--- src/rtl/tone_pkg.sv ---
// -----------------------------------------------------------------------------
// tone_pkg
// Shared constants for the note/tone path (also used by rtttl_sequencer):
//   - note index constants NOTE_C .. NOTE_B (0..11)
//   - bus widths NOTE_W (one-hot note) and OCT_W (octave)
//   - REST encoding of the note bus
//   - half_period_lut(): octave-0 half-period in 1 MHz ticks per note index
// -----------------------------------------------------------------------------
package tone_pkg;

    localparam int NOTE_W = 16;
    localparam int OCT_W  = 4;

    localparam logic [3:0] NOTE_C  = 4'd0;
    localparam logic [3:0] NOTE_CS = 4'd1;
    localparam logic [3:0] NOTE_D  = 4'd2;
    localparam logic [3:0] NOTE_DS = 4'd3;
    localparam logic [3:0] NOTE_E  = 4'd4;
    localparam logic [3:0] NOTE_F  = 4'd5;
    localparam logic [3:0] NOTE_FS = 4'd6;
    localparam logic [3:0] NOTE_G  = 4'd7;
    localparam logic [3:0] NOTE_GS = 4'd8;
    localparam logic [3:0] NOTE_A  = 4'd9;
    localparam logic [3:0] NOTE_AS = 4'd10;
    localparam logic [3:0] NOTE_B  = 4'd11;

    localparam logic [NOTE_W-1:0] REST = 16'h0000;

    // Octave-0 half-period in ticks; unused indices return 0 so they read as silent.
    function automatic logic [15:0] half_period_lut(input logic [3:0] idx);
        logic [15:0] half;
        case (idx)
            NOTE_C:  half = 16'd30577;
            NOTE_CS: half = 16'd28862;
            NOTE_D:  half = 16'd27242;
            NOTE_DS: half = 16'd25714;
            NOTE_E:  half = 16'd24269;
            NOTE_F:  half = 16'd22907;
            NOTE_FS: half = 16'd21622;
            NOTE_G:  half = 16'd20408;
            NOTE_GS: half = 16'd19263;
            NOTE_A:  half = 16'd18182;
            NOTE_AS: half = 16'd17161;
            NOTE_B:  half = 16'd16198;
            default: half = 16'd0;
        endcase
        return half;
    endfunction

endpackage

--- src/rtl/onehot_note_decode.sv ---
// -----------------------------------------------------------------------------
// onehot_note_decode
// Combinational decode of the one-hot note bus.
// Ports:
//   note  in  [NOTE_W-1:0]  one-hot note (bits 0..11 notes, 12..15 reserved)
//   idx   out [3:0]         index of the set note bit (meaningful when valid)
//   valid out 1             exactly one of bits 0..11 set and bits 12..15 clear
// -----------------------------------------------------------------------------
module onehot_note_decode
    import tone_pkg::*;
(
    input  logic [NOTE_W-1:0] note,
    output logic [3:0]        idx,
    output logic              valid
);

    logic [3:0] count_s;
    logic [3:0] idx_s;

    // Population count and index of the (last) set bit among the 12 note bits.
    always_comb begin
        count_s = 4'd0;
        idx_s   = 4'd0;
        for (int i = 0; i < 12; i++) begin
            if (note[i]) begin
                count_s = count_s + 4'd1;
                idx_s   = 4'(i);
            end else begin
                count_s = count_s;
            end
        end
    end

    assign idx   = idx_s;
    assign valid = (count_s == 4'd1) && (note[15:12] == 4'b0000);

endmodule

--- src/rtl/tone_generator.sv ---
// -----------------------------------------------------------------------------
// tone_generator
// Square-wave tone generator fed by rtttl_sequencer. The octave-0 half-period
// of the selected note is shifted right by the octave and the output toggles
// every half-period of prescaled ticks.
// Parameters:
//   CLK_DIV    tick prescaler (>= 1); counter advances once every CLK_DIV clocks
//   MAX_OCTAVE highest octave that plays; higher octaves are silent
// Ports:
//   clk    in  1            system clock (nominal 1 MHz)
//   rstn   in  1            asynchronous active-low reset
//   octave in  [OCT_W-1:0]  octave from the sequencer
//   note   in  [NOTE_W-1:0] one-hot note, all-zero = rest
//   spk    out 1            square-wave output
//   active out 1            high while a valid tone is sounding
//   spk_n  out 1            (only with TONE_GEN_COMPLEMENT_EN) complement of
//                           spk while active, 0 while silent
// Configuration macro: TONE_GEN_COMPLEMENT_EN
// -----------------------------------------------------------------------------
module tone_generator
    import tone_pkg::*;
#(
    parameter int CLK_DIV    = 1,
    parameter int MAX_OCTAVE = 8
) (
    input  logic              clk,
    input  logic              rstn,
    input  logic [OCT_W-1:0]  octave,
    input  logic [NOTE_W-1:0] note,
    output logic              spk,
    output logic              active
`ifdef TONE_GEN_COMPLEMENT_EN
    ,
    output logic              spk_n
`endif
);

    localparam int PW = (CLK_DIV > 1) ? $clog2(CLK_DIV) : 1;
    localparam logic [PW-1:0] PRESC_LAST = PW'(CLK_DIV - 1);

    logic [NOTE_W-1:0] note_q_r;
    logic [OCT_W-1:0]  octave_q_r;
    logic [3:0]        idx_r;
    logic [15:0]       counter_r;
    logic [PW-1:0]     presc_r;
    logic              spk_r;
    logic              active_r;

    logic [3:0]        in_idx_s;
    logic              in_onehot_s;
    logic [15:0]       in_half_s;
    logic              in_valid_s;
    logic [15:0]       half_s;
    logic              change_s;
    logic              tick_s;

    logic [15:0]       counter_nx_s;
    logic [PW-1:0]     presc_nx_s;
    logic              spk_nx_s;
    logic              active_nx_s;

    onehot_note_decode u_decode (
        .note  (note),
        .idx   (in_idx_s),
        .valid (in_onehot_s)
    );

    // Validity is judged on the incoming value so it can be registered in the
    // same edge that captures it; active_r therefore always describes note_q_r.
    assign in_half_s  = half_period_lut(in_idx_s) >> octave;
    assign in_valid_s = in_onehot_s
                        && (int'({28'd0, octave}) <= MAX_OCTAVE)
                        && (in_half_s != 16'd0);

    assign half_s   = half_period_lut(idx_r) >> octave_q_r;
    assign change_s = ({note, octave} != {note_q_r, octave_q_r});
    assign tick_s   = (presc_r == PRESC_LAST);

    // Next-state: restart on change, hold cleared while silent, else count ticks.
    always_comb begin
        counter_nx_s = counter_r;
        presc_nx_s   = presc_r;
        spk_nx_s     = spk_r;
        active_nx_s  = active_r;
        if (change_s) begin
            counter_nx_s = 16'd0;
            presc_nx_s   = '0;
            spk_nx_s     = 1'b0;
            active_nx_s  = in_valid_s;
        end else if (!active_r) begin
            counter_nx_s = 16'd0;
            presc_nx_s   = '0;
            spk_nx_s     = 1'b0;
            active_nx_s  = 1'b0;
        end else if (tick_s) begin
            presc_nx_s = '0;
            if (counter_r == (half_s - 16'd1)) begin
                counter_nx_s = 16'd0;
                spk_nx_s     = ~spk_r;
            end else begin
                counter_nx_s = counter_r + 16'd1;
            end
        end else begin
            presc_nx_s = presc_r + PW'(1);
        end
    end

    // Input capture and tone state registers.
    always_ff @(posedge clk or negedge rstn) begin
        if (!rstn) begin
            note_q_r   <= 16'h0000;
            octave_q_r <= 4'd0;
            idx_r      <= 4'd0;
            counter_r  <= 16'd0;
            presc_r    <= '0;
            spk_r      <= 1'b0;
            active_r   <= 1'b0;
        end else begin
            note_q_r   <= note;
            octave_q_r <= octave;
            idx_r      <= in_idx_s;
            counter_r  <= counter_nx_s;
            presc_r    <= presc_nx_s;
            spk_r      <= spk_nx_s;
            active_r   <= active_nx_s;
        end
    end

    assign spk    = spk_r;
    assign active = active_r;

`ifdef TONE_GEN_COMPLEMENT_EN
    logic spk_n_r;

    // Bridge-tied complement output, forced low whenever the tone is silent.
    always_ff @(posedge clk or negedge rstn) begin
        if (!rstn) begin
            spk_n_r <= 1'b0;
        end else begin
            spk_n_r <= active_nx_s & ~spk_nx_s;
        end
    end

    assign spk_n = spk_n_r;
`endif

endmodule

--- config.mk ---
export PLATFORM = sky130hd
export DESIGN_NAME = tone_generator
export DESIGN_NICKNAME = d
export VERILOG_FILES = /design/src/rtl/tone_pkg.sv /design/src/rtl/onehot_note_decode.sv /design/src/rtl/tone_generator.sv
export SDC_FILE = /design/constraint.sdc
export NUM_CORES = 1
export LEC_CHECK = 0
export ABC_AREA = 1
export CAP_MARGIN = 20
export CORE_MARGIN = 2
export CORE_UTILIZATION = 61
export CTS_BUF_LIST = sky130_fd_sc_hd__clkbuf_4 sky130_fd_sc_hd__clkbuf_8
export CTS_CLUSTER_DIAMETER = 60
export CTS_CLUSTER_SIZE = 28
export DETAILED_ROUTE_END_ITERATION = 7
export GPL_ROUTABILITY_DRIVEN = 1
export PLACE_DENSITY = 0.91
export SLEW_MARGIN = 5
export SYNTH_ARGS = -nofsm -noshare
export SYNTH_HDL_FRONTEND = slang
export SYNTH_SLANG_ARGS = --single-unit
--- constraint.sdc ---
create_clock -name clk -period 5.05 [get_ports clk]
set_input_delay 1.01 -clock clk [delete_from_list [all_inputs] [get_ports clk]]
set_output_delay 1.01 -clock clk [all_outputs]
set_load 0.1 [all_outputs]
Word level (Yosys, flattened, before mapping)
Memories as Yosys holds them, arrays and structs flattened.
Index checks and enable logic that the tools add are counted.
Widths: inputs -> output; s select.

word-level totals
  bits in registers = 43
  bits in read-only memories = 480
  bits of input ports = 22
  output and inout port bits = 2
  word-level logic and storage cells = 74
  memories kept = 2

operators by class
  $add $sub $neg = 14
  $lt $le $gt $ge = 1
  equal/unequal tests = 5
  shift operators = 2
  muxes and demuxes = 36
  bitwise gates (word level) = 1
  reduce and logical (&&, ||, !) cells = 6

memories
  memory            depth  bits a word  rd ports  clocked after memory_dff  wr ports  RTL line        source
  (name not given)  16     15           1         0                         0         tone_pkg.sv:32  case (idx)
  (name not given)  16     15           1         0                         0         tone_pkg.sv:32

operator list
  cell                   number
  $mux 16                4
  $mux 4                 15
  $add 4x1->4 const B    10
  $shr 16x4->16          2
  $ne 20x20->1           1
  $add 16x1->16 const B  1
  $eq 16x16->1           1
  $reduce_bool 16->1     1
  $sub 16x1->16 const B  1
  $mux 3                 4
  $mux 1                 11
  $eq 4x1->1 const B     1
  $le 4x4->1 const B     1
  $logic_not 4->1        1
  $mux 2                 2
  $logic_and 1x1->1      3
  $ne 3x1->1 const B     1
  $ne 3x2->1 const B     1
  $add 1x1->2 const B    1
  $reduce_and 2->1       1
  $add 1x1->1 const B    1
  $not 1->1              1

Logic depth before layout (Yosys ltp)
  word-level depth = 28
  depth in mapped cells = 40
  mapped depth without buffers = 40

By module
Synthesis repeated with hierarchy kept, for this count alone.

second synthesis, totals
  cell total of the unflattened synthesis = 895
  area, all modules = 5421.4 um^2

modules (own cells, without submodules)
  module              instances  cells each  area an instance (um^2)
  tone_generator      1          682         4209.0
  onehot_note_decode  1          213         1212.4

Least setup slack after synthesis
OpenSTA, ideal clock, no wires.

  kind = input -> register
  from = input port note[1]
  to = register active_r, in the netlist active
  library setup time = 0.071 ns
  data arrival time = 6.461 ns
  path slack = -1.481 ns
  stages on the path = 39
  path buffers = 0
  path through = inv_1 > ha_1 > inv_1 > nand2_1 > nand2_1 > ha_1 > or2_2 > o21ai_0 > inv_1 > ha_1 > or2_2 > nand2_1 > inv_1 > ha_1 > or2_2 > nand2_1 > inv_1 > ha_1 > [3 not listed] > nand2_1 > nand2_1 > ha_1 > nand2_1 > nand2_1 > ha_1 > or2_2 > o21ai_0 > inv_1 > ha_1 > nand2_1 > o21ai_0 > ha_1 > nor2_1 > nand2_1 > nand2_1 > nand3_1 > nand2_1

on the way
  longest elaborated chain between the ends = 26
  elaborated cells between the ends (all ways) = 41

ends and longest elaborated chain
  what                  RTL line                  source
  start, declared       tone_generator.sv:29      input logic [NOTE_W-1:0] note,
  $mux 4                onehot_note_decode.sv:25  if (note[i]) begin
  $add 4x1->4           onehot_note_decode.sv:26  count_s = count_s + 4'd1;
  $mux 4                onehot_note_decode.sv:25
  $add 4x1->4           onehot_note_decode.sv:26
  $mux 4                onehot_note_decode.sv:25
  $add 4x1->4           onehot_note_decode.sv:26
  $mux 4                onehot_note_decode.sv:25
  $add 4x1->4           onehot_note_decode.sv:26
  [10 not listed]       -
  $mux 4                onehot_note_decode.sv:25
  $add 4x1->4           onehot_note_decode.sv:26
  $mux 4                onehot_note_decode.sv:25
  $eq 4x1->1            onehot_note_decode.sv:35  assign valid = (count_s == 4'd1) && (note[15:12] == 4'b0000);
  $logic_and 1x1->1     onehot_note_decode.sv:35
  $logic_and 1x1->1     tone_generator.sv:72      && (int'({28'd0, octave}) <= MAX_OCTAVE)
  $logic_and 1x1->1     tone_generator.sv:73      && (in_half_s != 16'd0);
  $mux 1 *              tone_generator.sv:85      if (change_s) begin
  end signal, assigned  tone_generator.sv:125     active_r <= active_nx_s;
  end, declared         tone_generator.sv:47      logic active_r;

Every way passes the cells marked *; elsewhere a longest branch is shown, timed or not.
A chain may end at the register's enable or synchronous reset.

Final worst setup path
Same ends and word-level chain as after synthesis.

==> impl_metrics.py <==
metrics = {
    "outcome": {
        "outcome": "finished, violations left",
        "violations": "negative setup slack",
    },
    "clocking": {
        "cts.sinks": 42,
        "cts_buffer_depth": 2,
        "clk_latency_ns": 0.29,
        "htree_levels": 2,
        "cts_buffers": 5,
        "cts_root_buf": "clkbuf_8",
        "cts.clk_slew.worst_paths_ns": 0.08,
        "cts_tree": "built",
    },
    "sta": {
        "final_max_slew_viol_count": 0,
        "hold_ws_ns": 0.566,
        "fin_crit_sh_pct": 119,
        "min_period_ns": 5.99,
        "worst_slack_ns": -0.945,
        "slew_headroom_pct": 34.3,
        "tightest_slew_ns": 0.982,
        "max_freq_ghz": 0.167,
        "worst_clock_skew_ns": 0.00651,
        "rsz0062_at_grt": "true",
        "setup_viol": 1,
        "hold_viol": 0,
    },
    "floorplan": {
        "dieArea_um2": 7910,
        "num_io_pins": 24,
        "start_util_pct": 64.0,
        "std_cell_rows": 30,
        "die_width_um": 88.9,
        "core_area_um2": 6870,
        "die_y_um": 88.9,
    },
    "synthesis": {
        "ys_types": 37,
        "synth_edf_count": 0,
        "synth_area_leader_cell": "dfrtp_1",
        "synthArstFlopShare_pct": 100,
        "synth-warning-count": 0,
        "syn_area_um2": 4400,
        "syn_avg_cell_area_um2": 6.31,
        "seq_area_frac_synth_pct": 23.9,
        "ys.flop_type": "dfrtp_1",
        "yosys-top-cells-area": "dfrtp_1 (24%), nand2_1 (18%), nand3_1 (15%), inv_1 (6.8%), xor2_1 (5.8%)",
        "synth_cells": 697,
        "synth_top_area_share_pct": 23.9,
        "synth_nets": 737,
        "ys_seq_elements": 42,
    },
    "setup_path": {
        "cp_slowest_stage_delay_ns": 0.28,
        "cp-start-kind": "primary input",
        "cp_slowest_cell": "ha_4",
        "crit_required_ns": 5.27,
        "path_max_fanout": 3,
        "critPathCaptureType": "flop",
        "arrival_ns": 6.22,
        "critPathKind": "primary input to flop",
    },
    "routing": {
        "routedWlPerCell_um": 17.3,
        "drt_pass1_iterations": 6,
        "viasPerCell": 6.26,
        "wl_um": 14600,
        "ant_nets": 0,
        "drcViolationCount": 0,
        "drt-initial-drc-count": 483,
        "vias": 5267,
    },
    "grt": {
        "grt_pass1_wl_um": 21200,
        "track_usage_pct": 33.3,
        "antenna_found_initial": 0,
        "overflow": 0,
        "grt_max_degree": 43,
        "grt_pass1_vias": 4782,
    },
    "cells_and_area": {
        "drive_gt1_share_pct": 19.3,
        "fillers": 456,
        "area_growth_pct": 21.7,
        "post-route-util_pct": 78.0,
        "diodes": 0,
        "nets": 786,
    },
    "job": {
        "maxCapViolations": 0,
    },
    "place": {
        "dp_worst_setup_slack_ns": -1.91,
        "routabilityCongestion": 0.959,
        "port_buffers": 23,
        "dp_hpwl_um": 8470,
    },
    "pwr": {
        "power_density_nw_per_um2": 237,
        "peakVddDrop_uv": 234,
        "power_leakage_nw": 2.66,
    },
    "worst_hold_path": {
        "hold_class": "flop to flop",
    },
}
## metal layers
| layer | track usage [%] | up-vias | part of all wire, % |
|---|---|---|---|
| li1 | - | 2359 | - |
| met1 | 41.3 | 2393 | 37 |
| met2 | 59.8 | 407 | 48 |
| met3 | 3.60 | 108 | 8.9 |
| met4 | 12.0 | 0 | 6.2 |
| met5 | 0 | - | 0 |
## report_power, final
| group | internal, mW | switching [mW] |
|---|---|---|
| registers | 0.345 | 0.0152 |
| clock network | 0.158 | 0.116 |
| logic | 0.258 | 0.378 |
## cells by family after synthesis
| family | Yosys count | synth area share [%] |
|---|---|---|
| AO/OA/AOI/OAI | 26 | 3.33 |
| XOR/XNOR | 38 | 7.57 |
| adder cells (fa/ha/maj) | 18 | 5.12 |
| buffers and inverters | 100 | 9.41 |
| flip-flops | 42 | 23.9 |
| AND/OR/NAND/NOR | 473 | 50.7 |
## worst max-delay path, delay by kind of cell
kind / cells / cell delay (ns)
AOI/OAI and AO/OA: 3 / 0.24
buffers and inverters: 6 / 0.37
and+or+nand+nor: 21 / 2.29
adders and majority gates: 10 / 2.27
## repair_timing
item,in CTS,in global routing
resized for setup,32,43
pin swaps,19,20
endpoints found under the setup margin,1,1
hold buffers,0,0
buffers inserted,11,4
## cell usage in the layout (no fill, tap or decap), types with 2 or more instances in the layout
cell type        count
nand2_1            196
nand3_1            128
inv_1               72
nor2_1              42
dfrtp_1             42
buf_4               30
xor2_1              29
nand4_1             21
clkdlybuf4s50_1     19
nand2_2             17
nand2_4             16
nor2_2              15
ha_4                11
xnor2_1              9
inv_2                8
o21ai_0              8
nand3_2              7
nand3b_1             7
or2_2                7
ha_1                 7
clkbuf_8             6
o21ai_1              5
or2_4                5
nor2_4               4
nor4_1               4
buf_6                4
inv_4                3
a21oi_1              3
o21ai_4              3
o31ai_1              3
clkinv_1             2
## Yosys cell counts, types with 4 or more instances
master	instances
o21ai_0	12
nor4_1	4
clkbuf_1	4
buf_2	5
nor2_2	13
nor2_4	4
nand2_2	14
xor2_1	29
nor2_1	44
nand4_1	21
nand3_1	130
dfrtp_1	42
nand3_2	5
nand2_1	213
ha_1	18
o21ai_1	5
xnor2_1	9
nand3b_1	7
or2_2	12
inv_1	80
## flip-flops by register name (all words and copies together), names as in the netlist
signal / cells
active: 1
spk: 1
note_q_r: 16
idx_r: 4
octave_q_r: 4
counter_r: 16
## path summary, 6_finish.rpt
kind	from	to	depth (start not counted)	slack [ns]
min in group asynchronous	rstn	counter_r[13]	1	0.84
worst min-delay path	spk	spk	3	0.57
worst min register to register	spk	spk	3	0.57
max in group asynchronous	rstn	octave_q_r[3]	1	3.64
worst max-delay path	note[1]	active	40	-0.94
worst max register to register	idx_r[0]	counter_r[3]	23	1.40
## per-stage QoR
stage               area (um^2)  total power [mW]  TNS (ns)  instances
floorplan                  4450             0.681     -1.03        697
finish                     5360              1.27    -0.945        842
detailed placement         4850             0.800     -1.91        821
CTS                        5130              1.11    -0.928        839
global placement           4850             0.778     -1.64        821
global route               5360              1.33     -1.05        842
## final cells by class
| type | count | area (um^2) | share of cell area [%] |
|---|---|---|---|
| Multi-Input combinational cell | 555 | 3250 | 60.7 |
| Sequential cell | 42 | 1050 | 19.6 |
| Timing Repair Buffer | 56 | 490 | 9.16 |
| Inverter | 86 | 332 | 6.19 |
| Tap cell | 96 | 120 | 2.24 |
| Clock buffer | 6 | 82.6 | 1.54 |
| Clock inverter | 1 | 30.0 | 0.561 |
Note: power is estimated with default switching activity, not from simulation.
